$ cat src/rtl/chip_cap_pkg.sv
// Shared definitions for the chip capture sequencer: state encoding and size defaults.
package chip_cap_pkg;

    localparam int AW_DEF        = 12;
    localparam int HW_DEF        = 16;
    localparam int FCW_DEF       = 16;
    localparam int FRAME_LEN_DEF = 4000;

    typedef enum logic [2:0] {
        ST_IDLE = 3'd0,
        ST_ARM  = 3'd1,
        ST_CAP  = 3'd2,
        ST_DONE = 3'd3,
        ST_HOLD = 3'd4
    } cap_state_e;

endpackage

$ cat src/rtl/chip_cap_hold.sv
// Loadable holdoff down-counter; `last` marks the final holdoff cycle, `zero` an idle counter.
module chip_cap_hold #(
    parameter int HW = 16
) (
    input  logic          clk_sys,
    input  logic          rst_n,
    input  logic          load,
    input  logic [HW-1:0] load_val,
    input  logic          dec,
    output logic          zero,
    output logic          last
);

    logic [HW-1:0] cnt;

    always_ff @(posedge clk_sys or negedge rst_n) begin
        if (!rst_n)
            cnt <= '0;
        else if (load)
            cnt <= load_val;
        else if (dec && !zero)
            cnt <= cnt - HW'(1);
    end

    assign zero = (cnt == '0);
    assign last = (cnt == HW'(1));

endmodule

$ cat src/rtl/chip_cap_ctrl.sv
// Capture sequencer: arm -> capture -> host readout -> holdoff, writing accepted samples to a frame buffer.
// Optional trigger timestamp is built when CHIP_CAP_TS_EN is defined; otherwise cap_ts is 0.
module chip_cap_ctrl
    import chip_cap_pkg::*;
#(
    parameter int AW  = AW_DEF,
    parameter int HW  = HW_DEF,
    parameter int FCW = FCW_DEF
) (
    input  logic           clk_sys,
    input  logic           rst_n,
    input  logic [15:0]    d1_data,
    input  logic           d1_vld,
    input  logic [6:0]     sel_path,
    output logic           buf_rdy,
    output logic           wr_en,
    output logic [AW-1:0]  wr_addr,
    output logic [15:0]    wr_data,
    input  logic           cfg_arm,
    input  logic           cfg_stop,
    input  logic           cfg_auto,
    input  logic [AW-1:0]  cfg_len,
    input  logic [HW-1:0]  cfg_holdoff,
    input  logic           rd_done,
    output logic           frame_rdy,
    output logic           irq,
    output logic [6:0]     cap_path,
    output logic [AW-1:0]  cap_len,
    output logic [FCW-1:0] frame_cnt,
    output logic           busy,
    output logic [31:0]    cap_ts
);

    cap_state_e    state, nxt;
    logic [AW-1:0] addr;
    logic [AW-1:0] len_q;
    logic          acc, first_acc;
    logic          start_arm, to_done, hold_load;
    logic          hold_zero, hold_last;

    assign acc       = buf_rdy & d1_vld;
    assign first_acc = acc && (state == ST_ARM);
    assign busy      = (state != ST_IDLE);

    chip_cap_hold #(.HW(HW)) u_hold (
        .clk_sys  (clk_sys),
        .rst_n    (rst_n),
        .load     (hold_load),
        .load_val (cfg_holdoff),
        .dec      (state == ST_HOLD),
        .zero     (hold_zero),
        .last     (hold_last)
    );

    always_comb begin
        nxt       = state;
        start_arm = 1'b0;
        to_done   = 1'b0;
        hold_load = 1'b0;
        if (cfg_stop) begin
            nxt = ST_IDLE;
        end else begin
            case (state)
                ST_IDLE: if (cfg_arm) begin
                    nxt       = ST_ARM;
                    start_arm = 1'b1;
                end
                ST_ARM: if (acc) begin
                    if (len_q == AW'(1)) begin
                        nxt     = ST_DONE;
                        to_done = 1'b1;
                    end else begin
                        nxt = ST_CAP;
                    end
                end
                ST_CAP: if (acc && (addr == len_q - AW'(1))) begin
                    nxt     = ST_DONE;
                    to_done = 1'b1;
                end
                ST_DONE: if (rd_done) begin
                    // A zero holdoff skips HOLD so re-arm follows readout directly
                    if (cfg_holdoff == '0) begin
                        nxt       = cfg_auto ? ST_ARM : ST_IDLE;
                        start_arm = cfg_auto;
                    end else begin
                        nxt       = ST_HOLD;
                        hold_load = 1'b1;
                    end
                end
                ST_HOLD: if (hold_last || hold_zero) begin
                    nxt       = cfg_auto ? ST_ARM : ST_IDLE;
                    start_arm = cfg_auto;
                end
                default: nxt = ST_IDLE;
            endcase
        end
    end

    always_ff @(posedge clk_sys or negedge rst_n) begin
        if (!rst_n) begin
            state     <= ST_IDLE;
            buf_rdy   <= 1'b0;
            wr_en     <= 1'b0;
            wr_addr   <= '0;
            wr_data   <= '0;
            addr      <= '0;
            len_q     <= '0;
            irq       <= 1'b0;
            frame_rdy <= 1'b0;
            cap_len   <= '0;
            frame_cnt <= '0;
            cap_path  <= '0;
        end else begin
            state   <= nxt;
            buf_rdy <= (nxt == ST_ARM) || (nxt == ST_CAP);
            wr_en   <= acc;
            irq     <= to_done;
            if (acc) begin
                wr_addr <= addr;
                wr_data <= d1_data;
                addr    <= addr + AW'(1);
            end
            if (start_arm) begin
                addr  <= '0;
                len_q <= (cfg_len == '0) ? AW'(1) : cfg_len;
            end
            if (first_acc)
                cap_path <= sel_path;
            if (to_done) begin
                frame_rdy <= 1'b1;
                cap_len   <= addr + AW'(1);
                frame_cnt <= frame_cnt + FCW'(1);
            end
            if (cfg_stop || (state == ST_DONE && rd_done))
                frame_rdy <= 1'b0;
        end
    end

`ifdef CHIP_CAP_TS_EN
    logic [31:0] ts_cnt;

    always_ff @(posedge clk_sys or negedge rst_n) begin
        if (!rst_n) begin
            ts_cnt <= '0;
            cap_ts <= '0;
        end else begin
            ts_cnt <= ts_cnt + 32'd1;
            if (first_acc)
                cap_ts <= ts_cnt;
        end
    end
`else
    assign cap_ts = '0;
`endif

endmodule

$ cat config.mk
export PLATFORM = sky130hd
export DESIGN_NAME = chip_cap_ctrl
export DESIGN_NICKNAME = d
export VERILOG_FILES = /design/src/rtl/chip_cap_pkg.sv /design/src/rtl/chip_cap_hold.sv /design/src/rtl/chip_cap_ctrl.sv
export SDC_FILE = /design/constraint.sdc
export NUM_CORES = 1
export LEC_CHECK = 0
export CAP_MARGIN = 40
export CORE_MARGIN = 8
export CORE_UTILIZATION = 40
export CTS_CLUSTER_DIAMETER = 100
export DETAILED_ROUTE_END_ITERATION = 7
export PLACE_DENSITY_LB_ADDON = 0.2
export SLEW_MARGIN = 5
export SYNTH_ARGS = -nofsm -noshare
export SYNTH_HDL_FRONTEND = slang
export SYNTH_SLANG_ARGS = --single-unit
$ cat constraint.sdc
create_clock -name clk_sys -period 2.8 [get_ports clk_sys]
set_input_delay 0.7 -clock clk_sys [delete_from_list [all_inputs] [get_ports clk_sys]]
set_output_delay 0.7 -clock clk_sys [all_outputs]
set_load 0.03 [all_outputs]
Word-level counts from Yosys, hierarchy flattened
Cells that the tools add are included.

Bits in registers: 110. Input port bits: 58. Output and inout bits: 100. Logic and storage cells: 75.

Add/sub/neg operators: 4. Equal/unequal tests: 9. Multiplexer cells: 32. Bitwise logic cells: 1. Reductions and logical operators: 16.

Operators by type and width (number): 2-to-1 mux 12 bit (3); logical NOT 16 bit (2); 2-to-1 mux 16 bit (2); 2-to-1 mux 3 bit (7); 2-to-1 mux 1 bit (17); adder 16 x 1 -> 16 bit, second input constant (1); equality test 16 x 1 -> 1 bit, second input constant (1); subtractor 16 x 1 -> 16 bit, second input constant (1); case mux 3 bit (5 select lines) (1); adder 12 x 1 -> 12 bit, second input constant (1); equality test 12 x 1 -> 1 bit, second input constant (1); equality test 12 bit (1); logical NOT 12 bit (1); subtractor 12 x 1 -> 12 bit, second input constant (1); equality test 3 x 2 -> 1 bit, second input constant (3); equality test 3 x 1 -> 1 bit, second input constant (2); nonzero test 2 bit (3); logical AND 1 bit (4); equality test 3 bit, second input constant (1); logical NOT 3 bit (1); logical OR 1 bit (3); case mux 1 bit (3 select lines) (1); nonzero test 3 bit (1); case mux 1 bit (2 select lines) (1); other kinds (2) (2).

Depth between registers and ports, before layout
Depth after elaboration: 8. Mapped depth: 10. Depth with buffers taken out: 9.

Modules after synthesis
Synthesis repeated with hierarchy kept, for this count alone.

Cell total of the unflattened synthesis: 637. Area, all modules: 5823.1 µm².

By module, submodules not included: chip_cap_ctrl (instances 1, cells each 517, area each 4794.6 µm², sequential area each 2352.3 µm²); chip_cap_hold (instances 1, cells each 120, area each 1028.5 µm², sequential area each 400.4 µm²).

Least setup slack after synthesis
OpenSTA, ideal clock, no wires.

Kind: input -> register. From: in d1_vld. To: reg cap_len[10]. Library setup time: 0.125 ns. Arrival time: 2.836 ns. Setup slack: -0.161 ns. Stages on the path: 8. Buffers on the path: 2. Path through: nand2_1 > clkbuf_1 > nor4_1 > and4_1 > a31oi_4 > nor2_4 > buf_12 > mux2_4.

Longest elaborated chain between the ends: 5.

Ends and longest elaborated chain: start, declared (line chip_cap_ctrl.sv:13) `input logic d1_vld,`; AND 1 bit * (line chip_cap_ctrl.sv:41) `assign acc = buf_rdy & d1_vld;`; logical AND 1 bit (line chip_cap_ctrl.sv:76) `ST_CAP: if (acc && (addr == len_q - AW'(1))) begin`; 2-to-1 mux 1 bit (line chip_cap_ctrl.sv:76); case mux 1 bit (2 select lines) * (line chip_cap_ctrl.sv:63) `case (state)`; 2-to-1 mux 1 bit * (line chip_cap_ctrl.sv:60) `if (cfg_stop) begin`; named net to_done (line chip_cap_ctrl.sv:38) `logic start_arm, to_done, hold_load;`; end signal, assigned (line chip_cap_ctrl.sv:131) `cap_len <= addr + AW'(1);`; end, declared (line chip_cap_ctrl.sv:28) `output logic [AW-1:0] cap_len,`.

The timed path passes the listed nets; every way through them passes the cells marked *. A chain may end at the register's enable or synchronous reset.

Worst setup path after layout
From: reg len_q[5]. To: reg buf_rdy.

Longest elaborated chain between the ends: 8.

Ends and longest elaborated chain: start, declared (line chip_cap_ctrl.sv:36) `logic [AW-1:0] len_q;`; start signal, assigned (line chip_cap_ctrl.sv:125) `len_q <= (cfg_len == '0) ? AW'(1) : cfg_len;`; subtractor 12 x 1 -> 12 bit (line chip_cap_ctrl.sv:76); equality test 12 bit (line chip_cap_ctrl.sv:76); logical AND 1 bit (line chip_cap_ctrl.sv:76); 2-to-1 mux 3 bit (line chip_cap_ctrl.sv:76); case mux 3 bit (5 select lines) * (line chip_cap_ctrl.sv:63); 2-to-1 mux 3 bit * (line chip_cap_ctrl.sv:60); equality test 3 x 1 -> 1 bit / equality test 3 x 2 -> 1 bit (equally long branches) (line chip_cap_ctrl.sv:115) `buf_rdy <= (nxt == ST_ARM) || (nxt == ST_CAP);`; logical OR 1 bit * (line chip_cap_ctrl.sv:115); end signal, assigned (line chip_cap_ctrl.sv:115); end, declared (line chip_cap_ctrl.sv:15) `output logic buf_rdy,`.

Every way passes the cells marked *; elsewhere a longest branch is shown, timed or not.

==> results.txt <==
Status - complete, but fails checks
Failing checks - setup timing
Critical Path AT - 3.04 ns
Largest family of logic cells by synthesized area - simple AND/OR/NAND/NOR gates
Setup WS post-layout - -0.00295 ns
Dominant cell type by area after synthesis - dfrtp_1
Port bufs - 125
N_diodes - 0
Vias per inst - 5.02
Pwr dens - 606 nW/um2
Sequential area share after synthesis - 47.6%
P_int - 3.16 mW
Hold Path Class - input port to async pin
Drt initial violations - 280
Cell with the most instances after synthesis - nand2_1
Site Rows - 44
Tcrit/Tclk final - 100%
Vias in the first global route - 4861
Initial antenna violation count - 0
Synth Flop Type - dfrtp_1
CP max stage delay - 0.56 ns
Fin Setup TNS - -0.00295 ns
Cts hold-fix bufs - 0
Share of the synthesized area in the top cell type - 47.6%
Initial DRT Pass Iterations - 4
Synth cell types - 63
Most common library cells after synthesis - 128 x nand2_1, 110 x dfrtp_1, 40 x nor2_1
Mapped Area - 5780 um2
Max-cap viol count - 0
Remaining routing DRC violations - 0
Nets@finish - 806
Root buffer cell - clkbuf_16
Worst-path clk slew - 0.07 ns
Cell family with most CP delay - compound AO/OA/AOI/OAI gates
Slew Limit Fails - 0
Layout cells sized above 1 - 16.5%
Finished Core Util - 54.4%
Die height - 136 um
Final Hold Fails - 0
Later-pin clock latency in the skew report - 0.35 ns
Clock share of power - 26.1%
Congestion Overflow GR - 0
Largest fanout on the critical path - 4
VDD IR max - 0.313 mV
Worst slew pin tran - 0.557 ns
RSZ-0062 raised after global routing - yes
Final setup vio count - 1
Synth Area per Inst - 9.82 um2
Startpoint types - flip-flop
Reg power frac - 42.3%
Crit-path cells - or4_4, o31a_1, o211ai_1, a2111oi_4, a31oi_4, buf_4, o311a_2, mux2_2
Post-synthesis simple-gate area fraction - 22.6%
Antenna Nets Post-Route - 0
First-pass GRT wire length - 24.1 mm
CTS tree - yes
P_leak - 3.54 nW
Core area - 14300 um2
Post-synth EDFFs - 0
Vias - 4663
Hpwl dp - 11.1 mm
CTS Buf Count - 9
P_sw - 1.56 mW
Synth async-reset ratio - 100%
Clock skew - 0.00868 ns
Io pins - 158
Largest net degree at the start of global routing - 42
DR WL/cell - 15.7 um
Die ar. - 18600 um2
Adder and majority gate portion of the synthesized area - 1.30%
CP Class - flip-flop to flip-flop
Die X - 136 um
Slew headroom - 62.7%
Critical Path Sink Type - flip-flop
Area Growth Syn to Fin - 34.6%
Seq cells post-synth - 110
Combinational power share - 31.5%
Gp weighted congestion - 0.869
Yosys warns - 0
Net Sw Frac - 33.1%
H-tree depth - 3
WP buf/inv - 1
Post-synthesis compound-gate area fraction - 6.66%
Clock sink count - 110
Clock period minus worst slack - 2.80 ns
Max Fclk - 357 MHz
WP data required - 3.04 ns
Cells after Synth - 589
Post-synthesis mux area share - 6.36%
Slowest-stage cell, CP - or4_4
Routed wire length - 14.6 mm
Longest Clk Path Bufs - 2
Synth Area in XOR/XNOR - 8.03%
Area contributors post-synth - dfrtp_1 48%, nand2_1 8.3%, xor2_1 5.6%, mux2_2 4.3%, buf_4 4.2%
GRT Total Usage - 16.2%
Initial Util - 40.4%
==> metal layers <==
metal	share of wire, %	vias to the layer above	wire (um)	GRT usage [%]
li1	-	2240	-	-
met1	42	2293	6110	19.2
met2	51	122	7410	27.8
met3	6.5	8	951	5.10
met4	0.96	0	140	3.90
met5	0	-	0	0
==> state kept, by name, indices dropped and copies added, names as in the netlist <==
name,flops
state,3
cap_len,12
wr_en,1
u_hold.cnt,16
irq,1
frame_cnt,16
wr_addr,12
wr_data,16
cap_path,7
buf_rdy,1
frame_rdy,1
addr,12
len_q,12
==> worst paths after layout <==
kind | start | end | slack, ns | cells past startpoint
max | len_q[5] | buf_rdy | -0.003 | 8
min | rst_n | wr_en | 0.31 | 1
max reg2reg | len_q[5] | buf_rdy | -0.003 | 8
min reg2reg | wr_data[15] | wr_data[15] | 0.47 | 2
max in group asynchronous | rst_n | frame_cnt[8] | 1.92 | 2
min in group clk_sys | wr_data[15] | wr_data[15] | 0.47 | 2
==> power groups by stage <==
stage	combinational (mW)	sequential [mW]	clock [mW]
2_1_floorplan	0.603	2.28	0
3_3_place_gp	1.45	2.01	0
3_5_place_dp	1.48	2.02	0
4_1_cts	1.50	2.00	1.28
5_1_grt	1.61	2.04	1.34
6_report	1.49	2.00	1.23
==> kinds of logic (layout without fill, tap and decap cells) <==
| group | after synthesis | in the layout |
|---|---|---|
| simple gates | 263 | 263 |
| mux | 30 | 30 |
| compound gates | 53 | 53 |
| buf+inv | 73 | 197 |
| xor+xnor | 53 | 53 |
| fa+ha+maj | 6 | 6 |
| flops | 110 | 110 |
| other cells | 1 | 32 |
==> area by class of cell <==
cell class / count / area (um2)
Sequential cell: 110 / 2750
Fill cell: 1307 / 6530
Inverter: 12 / 45.0
Timing Repair Buffer: 172 / 1650
Tap cell: 184 / 230
Multi-Input combinational cell: 437 / 2830
Clock inverter: 4 / 51.3
Clock buffer: 9 / 225
==> placed cells by master (no fill, tap or decap), drive strengths merged, types with 2 or more instances in the layout <==
| master | n |
|---|---|
| nand2 | 128 |
| clkdlybuf4s50 | 124 |
| dfrtp | 110 |
| buf | 48 |
| nor2 | 41 |
| xor2 | 37 |
| conb | 32 |
| mux2 | 30 |
| o21ai | 21 |
| nor4 | 19 |
| nor3 | 18 |
| xnor2 | 16 |
| nand3 | 14 |
| inv | 12 |
| clkbuf | 9 |
| or3 | 7 |
| nand4 | 7 |
| ha | 6 |
| a221o | 5 |
| nor3b | 4 |
| nor4b | 4 |
| a21oi | 3 |
| nand3b | 3 |
| o211ai | 3 |
| o31ai | 3 |
| a22oi | 3 |
| a31oi | 3 |
| or4 | 3 |
| or2 | 2 |
| and2 | 2 |
| nor2b | 2 |
| and4 | 2 |
| and3 | 2 |
| o311a | 2 |
| a211oi | 2 |
| clkinv | 2 |
==> stage by stage <==
step                total power [mW]  hold WS, ns  setup WS, ns  std cells  instance area, um2
floorplan                       2.89        0.404      -0.00368        620                5930
global placement                3.46        0.458        -0.106        911                7390
detailed placement              3.50        0.461        -0.176        912                7400
CTS                             4.78        0.312      -0.00382        926                7700
global route                    4.99        0.324        -0.170        928                7780
finish                          4.72        0.305      -0.00295        928                7780
==> what timing repair did <==
item | in CTS | in global routing
resized for setup | 5 | 12
endpoints found under the setup margin | 17 | 36
pin swaps | 0 | 0
setup buffers | 1 | 2
cloned | 0 | 0
(Power assumes the default switching activity.)
